### src/rtl/arb2_stream_mux_if.sv
// Stream bundle for the two-source packet arbiter: two input streams and one
// registered output stream, with DUT-side (slave) and environment-side (master) views.
interface arb2_stream_mux_if #(
  parameter int WIDTH = 8
);
  logic             in0_valid;
  logic [WIDTH-1:0] in0_data;
  logic             in0_last;
  logic             in0_ready;

  logic             in1_valid;
  logic [WIDTH-1:0] in1_data;
  logic             in1_last;
  logic             in1_ready;

  logic             out_valid;
  logic [WIDTH-1:0] out_data;
  logic             out_last;
  logic             out_sel;
  logic             out_ready;

  modport slave (
    input  in0_valid, in0_data, in0_last,
    output in0_ready,
    input  in1_valid, in1_data, in1_last,
    output in1_ready,
    output out_valid, out_data, out_last, out_sel,
    input  out_ready
  );

  modport master (
    output in0_valid, in0_data, in0_last,
    input  in0_ready,
    output in1_valid, in1_data, in1_last,
    input  in1_ready,
    input  out_valid, out_data, out_last, out_sel,
    output out_ready
  );
endinterface

### src/rtl/arb2_stream_mux.sv
// Two-source packet arbiter: a packet that starts on one source owns the output
// until its last beat; single-beat contention alternates via a priority bit.
module arb2_stream_mux #(
  parameter int WIDTH = 8
) (
  input  logic                 clk,
  input  logic                 rst,
  arb2_stream_mux_if.slave     bus,
  output logic                 state_dbg,
  output logic                 gnt_dbg,
  output logic                 prio_dbg
);

  // Handshake: a beat moves on any interface in the cycle where valid && ready
  // are both high at the rising edge. Input readies never wait on the output
  // transfer itself, only on the slot being empty or draining this cycle.
  typedef enum logic {IDLE = 1'b0, LOCK = 1'b1} state_t;

  state_t           state, state_nxt;
  logic             gnt, gnt_nxt;
  logic             prio, prio_nxt;

  logic             slot_free;
  logic             cand;
  logic             cand_vld;
  logic             rdy0, rdy1;
  logic             xfer;
  logic             xfer_last;
  logic [WIDTH-1:0] xfer_data;

  always_comb begin
    slot_free = !bus.out_valid || bus.out_ready;
    cand      = 1'b0;
    cand_vld  = 1'b0;
    state_nxt = state;
    gnt_nxt   = gnt;
    prio_nxt  = prio;

    // In LOCK the owner is offered the slot whether or not it is valid, so its
    // ready never depends on its own valid.
    if (state == LOCK) begin
      cand     = gnt;
      cand_vld = 1'b1;
    end else if (bus.in0_valid && bus.in1_valid) begin
      cand     = prio;
      cand_vld = 1'b1;
    end else if (bus.in1_valid) begin
      cand     = 1'b1;
      cand_vld = 1'b1;
    end else if (bus.in0_valid) begin
      cand     = 1'b0;
      cand_vld = 1'b1;
    end

    rdy0 = !rst && cand_vld && !cand && slot_free;
    rdy1 = !rst && cand_vld &&  cand && slot_free;

    xfer      = cand ? (rdy1 && bus.in1_valid) : (rdy0 && bus.in0_valid);
    xfer_last = cand ? bus.in1_last : bus.in0_last;
    xfer_data = cand ? bus.in1_data : bus.in0_data;

    if (xfer) begin
      if (xfer_last) begin
        state_nxt = IDLE;
        prio_nxt  = ~cand;
      end else if (state == IDLE) begin
        state_nxt = LOCK;
        gnt_nxt   = cand;
      end
    end
  end

  assign bus.in0_ready = rdy0;
  assign bus.in1_ready = rdy1;

  always_ff @(posedge clk) begin
    if (rst) begin
      state <= IDLE;
      gnt   <= 1'b0;
      prio  <= 1'b0;
    end else begin
      state <= state_nxt;
      gnt   <= gnt_nxt;
      prio  <= prio_nxt;
    end
  end

  // Output register: payload fields only change on an accepted beat, so they
  // hold their last values once the beat has drained.
  always_ff @(posedge clk) begin
    if (rst) begin
      bus.out_valid <= 1'b0;
      bus.out_data  <= '0;
      bus.out_last  <= 1'b0;
      bus.out_sel   <= 1'b0;
    end else if (xfer) begin
      bus.out_valid <= 1'b1;
      bus.out_data  <= xfer_data;
      bus.out_last  <= xfer_last;
      bus.out_sel   <= cand;
    end else if (bus.out_ready) begin
      bus.out_valid <= 1'b0;
    end
  end

  assign state_dbg = (state == LOCK);
  assign gnt_dbg   = gnt;
  assign prio_dbg  = prio;

endmodule

### src/flat_wrapper.sv
// flat-port wrapper written by rule: the top's interface ports become plain ports
module arb2_stream_mux_flat 
#(
  parameter int WIDTH = 8
)
  (clk, rst, state_dbg, gnt_dbg, prio_dbg, bus_in0_valid, bus_in0_data, bus_in0_last, bus_in0_ready, bus_in1_valid, bus_in1_data, bus_in1_last, bus_in1_ready, bus_out_valid, bus_out_data, bus_out_last, bus_out_sel, bus_out_ready);
  arb2_stream_mux_if #(.WIDTH(WIDTH)) bus_i ();
  input  logic clk;
  input  logic rst;
  output logic state_dbg;
  output logic gnt_dbg;
  output logic prio_dbg;
  input wire logic [$bits(bus_i.in0_valid)-1:0] bus_in0_valid;
  input wire logic [$bits(bus_i.in0_data)-1:0] bus_in0_data;
  input wire logic [$bits(bus_i.in0_last)-1:0] bus_in0_last;
  output wire logic [$bits(bus_i.in0_ready)-1:0] bus_in0_ready;
  input wire logic [$bits(bus_i.in1_valid)-1:0] bus_in1_valid;
  input wire logic [$bits(bus_i.in1_data)-1:0] bus_in1_data;
  input wire logic [$bits(bus_i.in1_last)-1:0] bus_in1_last;
  output wire logic [$bits(bus_i.in1_ready)-1:0] bus_in1_ready;
  output wire logic [$bits(bus_i.out_valid)-1:0] bus_out_valid;
  output wire logic [$bits(bus_i.out_data)-1:0] bus_out_data;
  output wire logic [$bits(bus_i.out_last)-1:0] bus_out_last;
  output wire logic [$bits(bus_i.out_sel)-1:0] bus_out_sel;
  input wire logic [$bits(bus_i.out_ready)-1:0] bus_out_ready;
  assign bus_i.in0_valid = bus_in0_valid;
  assign bus_i.in0_data = bus_in0_data;
  assign bus_i.in0_last = bus_in0_last;
  assign bus_in0_ready = bus_i.in0_ready;
  assign bus_i.in1_valid = bus_in1_valid;
  assign bus_i.in1_data = bus_in1_data;
  assign bus_i.in1_last = bus_in1_last;
  assign bus_in1_ready = bus_i.in1_ready;
  assign bus_out_valid = bus_i.out_valid;
  assign bus_out_data = bus_i.out_data;
  assign bus_out_last = bus_i.out_last;
  assign bus_out_sel = bus_i.out_sel;
  assign bus_i.out_ready = bus_out_ready;
  arb2_stream_mux #(.WIDTH(WIDTH)) u_core (.clk(clk), .rst(rst), .bus(bus_i), .state_dbg(state_dbg), .gnt_dbg(gnt_dbg), .prio_dbg(prio_dbg));
endmodule
### config.mk
export PLATFORM = sky130hd
export DESIGN_NAME = arb2_stream_mux_flat
export DESIGN_NICKNAME = d
export VERILOG_FILES = /design/src/rtl/arb2_stream_mux_if.sv /design/src/rtl/arb2_stream_mux.sv /design/src/flat_wrapper.sv
export SDC_FILE = /design/constraint.sdc
export NUM_CORES = 1
export LEC_CHECK = 0
export CAP_MARGIN = 20
export CORE_MARGIN = 4
export CORE_UTILIZATION = 35
export CTS_CLUSTER_SIZE = 12
export DETAILED_ROUTE_END_ITERATION = 7
export PLACE_DENSITY = 0.73
export SYNTH_ARGS = -nofsm -noshare
export SYNTH_HDL_FRONTEND = slang
export SYNTH_SLANG_ARGS = --single-unit
### constraint.sdc
create_clock -name clk -period 1.5 [get_ports clk]
set_input_delay 0.3 -clock clk [delete_from_list [all_inputs] [get_ports clk]]
set_output_delay 0.3 -clock clk [all_outputs]
set_load 0.01 [all_outputs]
Word-level counts from Yosys, hierarchy flattened
Cells that the tools add are included.
Cells by class
  reduce and logical (&&, ||, !) cells: 15
  bitwise logic cells: 3
  muxes and demuxes: 13
Operators with widths (number)
  2-to-1 mux 1 bit: 12
  logical AND 1 bit: 8
  2-to-1 mux 8 bit: 1
  logical NOT 1 bit: 3
  NOT 1 bit: 3
  AND reduction 3 bit: 1
  AND reduction 2 bit: 1
  nonzero test 2 bit: 1
  logical OR 1 bit: 1
Storage, ports and cells
  input bits: 23
  register bits after elaboration: 14

Logic depth before layout (Yosys ltp)
Gate-level depths: netlist of the first run.
  depth after elaboration: 10
  depth in mapped cells: 5
  depth with buffers taken out: 4

Least setup slack after synthesis of the first run
OpenSTA, ideal clock, no wires.
  path type: register to register
  start: reg u_core.gnt (netlist: u_core.gnt_dbg)
  end: reg u_core.bus.out_data[5]
  cell stages (with the launch flop): 6
  data required time: 1412 ps
  path slack: -28 ps
  data arrival time: 1440 ps
  buffers on the path: 1
  library setup time: 88 ps
  cells stage by stage: dfxtp_1 > mux2i_1 > a2111oi_4 > buf_6 > nor2_2 > a311oi_2
Between the ends
  cells in the longest elaborated chain, start to end: 6
  elaborated cells between the ends (all ways): 10
  those cells by class: mux (3); reduce/logical (7)
Ends and longest elaborated chain
  start, declared: line arb2_stream_mux.sv:20  | logic gnt, gnt_nxt;
  start signal, assigned: line arb2_stream_mux.sv:83  | gnt <= gnt_nxt;
  2-to-1 mux 1 bit (*): line arb2_stream_mux.sv:41  | if (state == LOCK) begin
  logical NOT 1 bit: line arb2_stream_mux.sv:55  | rdy0 = !rst && cand_vld && !cand && slot_free;
  logical AND 1 bit (2 in a row): line arb2_stream_mux.sv:55
  logical AND 1 bit: line arb2_stream_mux.sv:58  | xfer = cand ? (rdy1 && bus.in1_valid) : (rdy0 && bus.in0_valid);
  2-to-1 mux 1 bit: line arb2_stream_mux.sv:58
  end signal, assigned: line arb2_stream_mux.sv:98  | bus.out_data <= xfer_data;
  end, declared: line arb2_stream_mux_if.sv:27  | output out_valid, out_data, out_last, out_sel,
Every way passes the cells marked *; elsewhere a longest branch is shown, timed or not.
A chain may end at the register's enable or synchronous reset.

Final worst setup path of the first run
  start: reg u_core.bus.out_valid
  end: reg u_core.prio (netlist: u_core.prio_dbg)
Between the ends
  cells in the longest elaborated chain, start to end: 6
  elaborated cells between the ends (all ways): 8
  those cells by class: mux (1); reduce/logical (7)
Ends and longest elaborated chain
  start, declared: line arb2_stream_mux_if.sv:27
  start signal, assigned: line arb2_stream_mux.sv:92  | bus.out_valid <= 1'b0;
  start signal, assigned: line arb2_stream_mux.sv:97  | bus.out_valid <= 1'b1;
  start signal, assigned: line arb2_stream_mux.sv:102  | bus.out_valid <= 1'b0;
  logical NOT 1 bit (*): line arb2_stream_mux.sv:32  | slot_free = !bus.out_valid || bus.out_ready;
  logical OR 1 bit (*): line arb2_stream_mux.sv:32
  logical AND 1 bit (on tied branches): line arb2_stream_mux.sv:55, arb2_stream_mux.sv:56
  logical AND 1 bit: line arb2_stream_mux.sv:58
  2-to-1 mux 1 bit (*): line arb2_stream_mux.sv:58
  AND reduction 2 bit (no source line) (*)
  end signal, assigned: line arb2_stream_mux.sv:84  | prio <= prio_nxt;
  end, declared: line arb2_stream_mux.sv:21  | logic prio, prio_nxt;
Marked as above.

==> reports/qor.yml, run 1 <==
run_status:
  result_of_the_run: "finished with violations"
  failed_checks: "negative setup slack"
sta:
  timing.final.setup_violations: 8
  timing.final.ws_setup_ns: -0.0591
  slew_headroom: 0.746
  worst_hold_slack_ns: 0.507
  post-route-period-util: 1.04
  worst_pin_slew_ns: 0.381
  report.final.slew_viol_count: 0
  timing.final.hold_violations: 0
  timing.clock.skew_ns: 0.00760
  unrepaired_setup_endpoints_after_global_routing: "true"
  setup-tns-final_ns: -0.178
  period_minus_slack_ns: 1.56
  fmax_mhz: 641
layout:
  fin_area_mm2: 0.00146
  layout.area.seq_um2: 285
  layout.cells.non_filler: 173
  num-fill-cells: 196
  layout.nets: 170
  final_layout_size_suffix_gt1_frac: 0.421
  multi_input_area_um2: 510
  area_delta_synth_final_pct: 80.3
  antenna_cells: 0
floorplanning:
  die_area_mm2: 0.00314
  die_width_um: 56.0
  initial_utilization: 0.365
  coreArea_mm2: 0.00221
  chipHeight_um: 56.0
  io_pins: 39
  fp-row-count: 17
synth:
  yosys_register_bits: 14
  synth_xor_xnor_area_share: 0
  synth_top_cell_by_area: "dfxtp_1"
  synthTopCellsByArea: "dfxtp_1, a311oi_2, nand2_1, nor2_1, buf_6"
  synth-warning-count: 0
  syn_area_um2: 807
  synth_adder_area_share: 0
  mappedNetlistNets: 109
  compound_gate_portion_of_the_synthesized_area: 0.304
  muxShareOfSynthArea: 0.0264
  synth_sequential_area_ratio: 0.347
  ys_types: 28
  synth_largest_type_area_fraction: 0.347
  fraction_of_the_mapped_netlist_area_in_simple_logic_gates: 0.229
  synth.avg_cell_area_um2: 9.38
  postSynthCellCount: 86
  synth_top_family_by_area: "compound AO/OA/AOI/OAI gates"
power_and_ir_drop:
  powerDensity_mw_per_mm2: 745
  max-vdd-ir-drop_v: 0.000563
  fin_total_pwr_mw: 1.08
  leakage_nw: 0.706
cts:
  worst_setup_hold_path_clk_slew_ns: 0.09
  cts-buffers-inserted: 3
  cts.sink_count: 14
  worst_skew_pair.late_latency_ns: 0.28
  root_buffer: "clkbuf_4"
  max_root_sink_buffers: 2
  cts-hold-fix-buffers: 0
  clock_tree.htree_level_count: 1
  cts_tree: "done"
placement:
  dpl-instance-area_mm2: 0.00126
  final_weighted_congestion_of_routability_driven_global_placement: 0.814
  io_buffers: 38
  placedCellCount: 161
  detailed_place_hpwl_um: 1690
critical_path:
  r2r_slack_ns: -0.06
  wp_buf_inv: 2
  startpoint_type: "register"
  timing.critical_path.required_ns: 1.67
  worst_path_largest_cell_delay_ns: 0.33
  worst_setup_path_startpoint: "u_core.bus.out_valid"
  cp.arrival_ns: 1.73
  crit_chain: "and2b_2, buf_6, a2111oi_4, buf_4, and3_2, nor4_1"
  critPathTopFamily: "simple AND/OR/NAND/NOR gates"
  crit_slowest_cell: "dfxtp_2"
  worst_r2r_startpoint: "u_core.bus.out_valid"
  cp_max_fo: 6
  worst-r2r-cell-count: 6
  rr_endpoint: "u_core.prio_dbg"
  worst-setup-path-type: "register to register"
  critical_path.endpoint_type: "register"
route:
  finalWirelength_um: 2490
  dr_total_vias: 865
  initialDrtViolationCount: 9
  drtAntennaViolNets: 0
  vias_per_cell: 5.00
  dr.pass1.iters: 4
  routed_wire_length_per_instance_um: 14.4
  drc: 0
hold_path:
  hold-path-endpoint: "u_core.bus.out_data[5]"
  hold_path.class: "register to register"
  timing.hold.worst_path_depth: 2
  worstHoldStart: "u_core.bus.out_data[5]"
grt:
  grt_util_all_layers: 0.153
  grt_start_max_net_pins: 19
  antenna_found_initial: 0
  grt_pass1_wl_um: 3870
  vias_in_the_first_global_route: 852
  grt.overflow.total: 0
job:
  timing.max_cap.violations: 0
## synth_stat cells, drive strengths merged
master	number
dlymetal6s4s	1
o21a	1
and2b	1
a21bo	1
nor4	1
a2111oi	1
nor2	14
inv	1
o21ai	4
nor2b	1
nor4b	1
a311oi	8
nand2b	1
o311a	2
dfxtp	14
mux2	1
or4	1
and3	1
nor3b	2
buf	4
a21oi	3
o21bai	2
clkbuf	1
o21ba	1
mux2i	1
nand2	17
## cell families after synthesis
group	count (synthesis)
compound gates	23
simple gates	40
mux	2
buf+inv	7
flops	14
## repair_timing
action,in CTS,in global routing
buffers inserted,6,2
pin swaps,14,5
endpoints found under the hold margin,0,0
gates cloned,1,0
resized for setup,44,12
setup endpoints to repair,20,21
## layout by cell type (no fill, tap or decap), types with 2 or more instances in the layout
master	instances
a21oi_1	2
a311oi_2	8
buf_2	2
buf_4	14
buf_6	9
clkbuf_4	3
clkdlybuf4s50_1	20
dfxtp_1	10
dfxtp_2	4
dlygate4sd2_1	9
dlymetal6s2s_1	7
nand2_1	17
nor2_1	7
nor2_2	6
o21ai_0	3
o21bai_1	2
o311a_1	2
## how the worst max path moves through the flow
| stage | slack (ns) | cells past startpoint | end |
|---|---|---|---|
| floorplan | 0.03 | 5 | u_core.bus.out_data[5] |
| global placement | -0.61 | 5 | bus_in1_ready |
| detailed placement | -0.67 | 5 | bus_in1_ready |
| CTS | -0.06 | 6 | u_core.prio_dbg |
| global route | -0.12 | 6 | u_core.prio_dbg |
| finish | -0.06 | 6 | u_core.prio_dbg |
## final cells by class
cell class	instances	area share
Clock buffer	3	0.0155
Sequential cell	14	0.196
Inverter	1	0.00258
Timing Repair Buffer	62	0.411
Tap cell	28	0.0241
Multi-Input combinational cell	65	0.351
## power breakdown
part           internal, mW  total, mW  switching [mW]
logic                 0.248      0.432           0.185
clock network        0.0931      0.221           0.128
registers             0.408      0.431          0.0228
## per-stage QoR
step	utilization	setup WS (ns)
3_3_place_gp	0.571	-0.609
4_1_cts	0.633	-0.0626
3_5_place_dp	0.571	-0.673
6_report	0.658	-0.0591
2_1_floorplan	-	0.0264
5_1_grt	0.658	-0.116
## per-layer routing
| layer | part of all wire | track usage |
|---|---|---|
| met5 | 0 | 0 |
| met4 | 0 | 0.0407 |
| met3 | 0.053 | 0.0302 |
| met2 | 0.52 | 0.262 |
| met1 | 0.43 | 0.193 |
## flip-flops by register name (all words and copies together), names as in the netlist
signal / count
u_core.prio_dbg: 1
u_core.bus.out_sel: 1
u_core.state_dbg: 1
u_core.bus.out_data: 8
u_core.bus.out_last: 1
u_core.bus.out_valid: 1
u_core.gnt_dbg: 1
## worst register-to-register path: cells and delay by family, from the launching register on
family	cells	cell delay [ns]
flops	1	0.33
simple gates	3	0.45
compound gates	1	0.30
buf+inv	2	0.37
Note: power is estimated with default switching activity, not from simulation.
==> inputs of run 2 (changes only) <==
--- a/config.mk
+++ b/config.mk
@@ -8,8 +8,9 @@
 export CAP_MARGIN = 20
 export CORE_MARGIN = 4
 export CORE_UTILIZATION = 35
-export CTS_CLUSTER_SIZE = 12
+export CTS_CLUSTER_SIZE = 14
 export DETAILED_ROUTE_END_ITERATION = 7
+export HOLD_SLACK_MARGIN = 0.05
 export PLACE_DENSITY = 0.73
 export SYNTH_ARGS = -nofsm -noshare
 export SYNTH_HDL_FRONTEND = slang
==> results of run 2 <==
No change in the layout: final DEF, timing and power equal those of run 1.
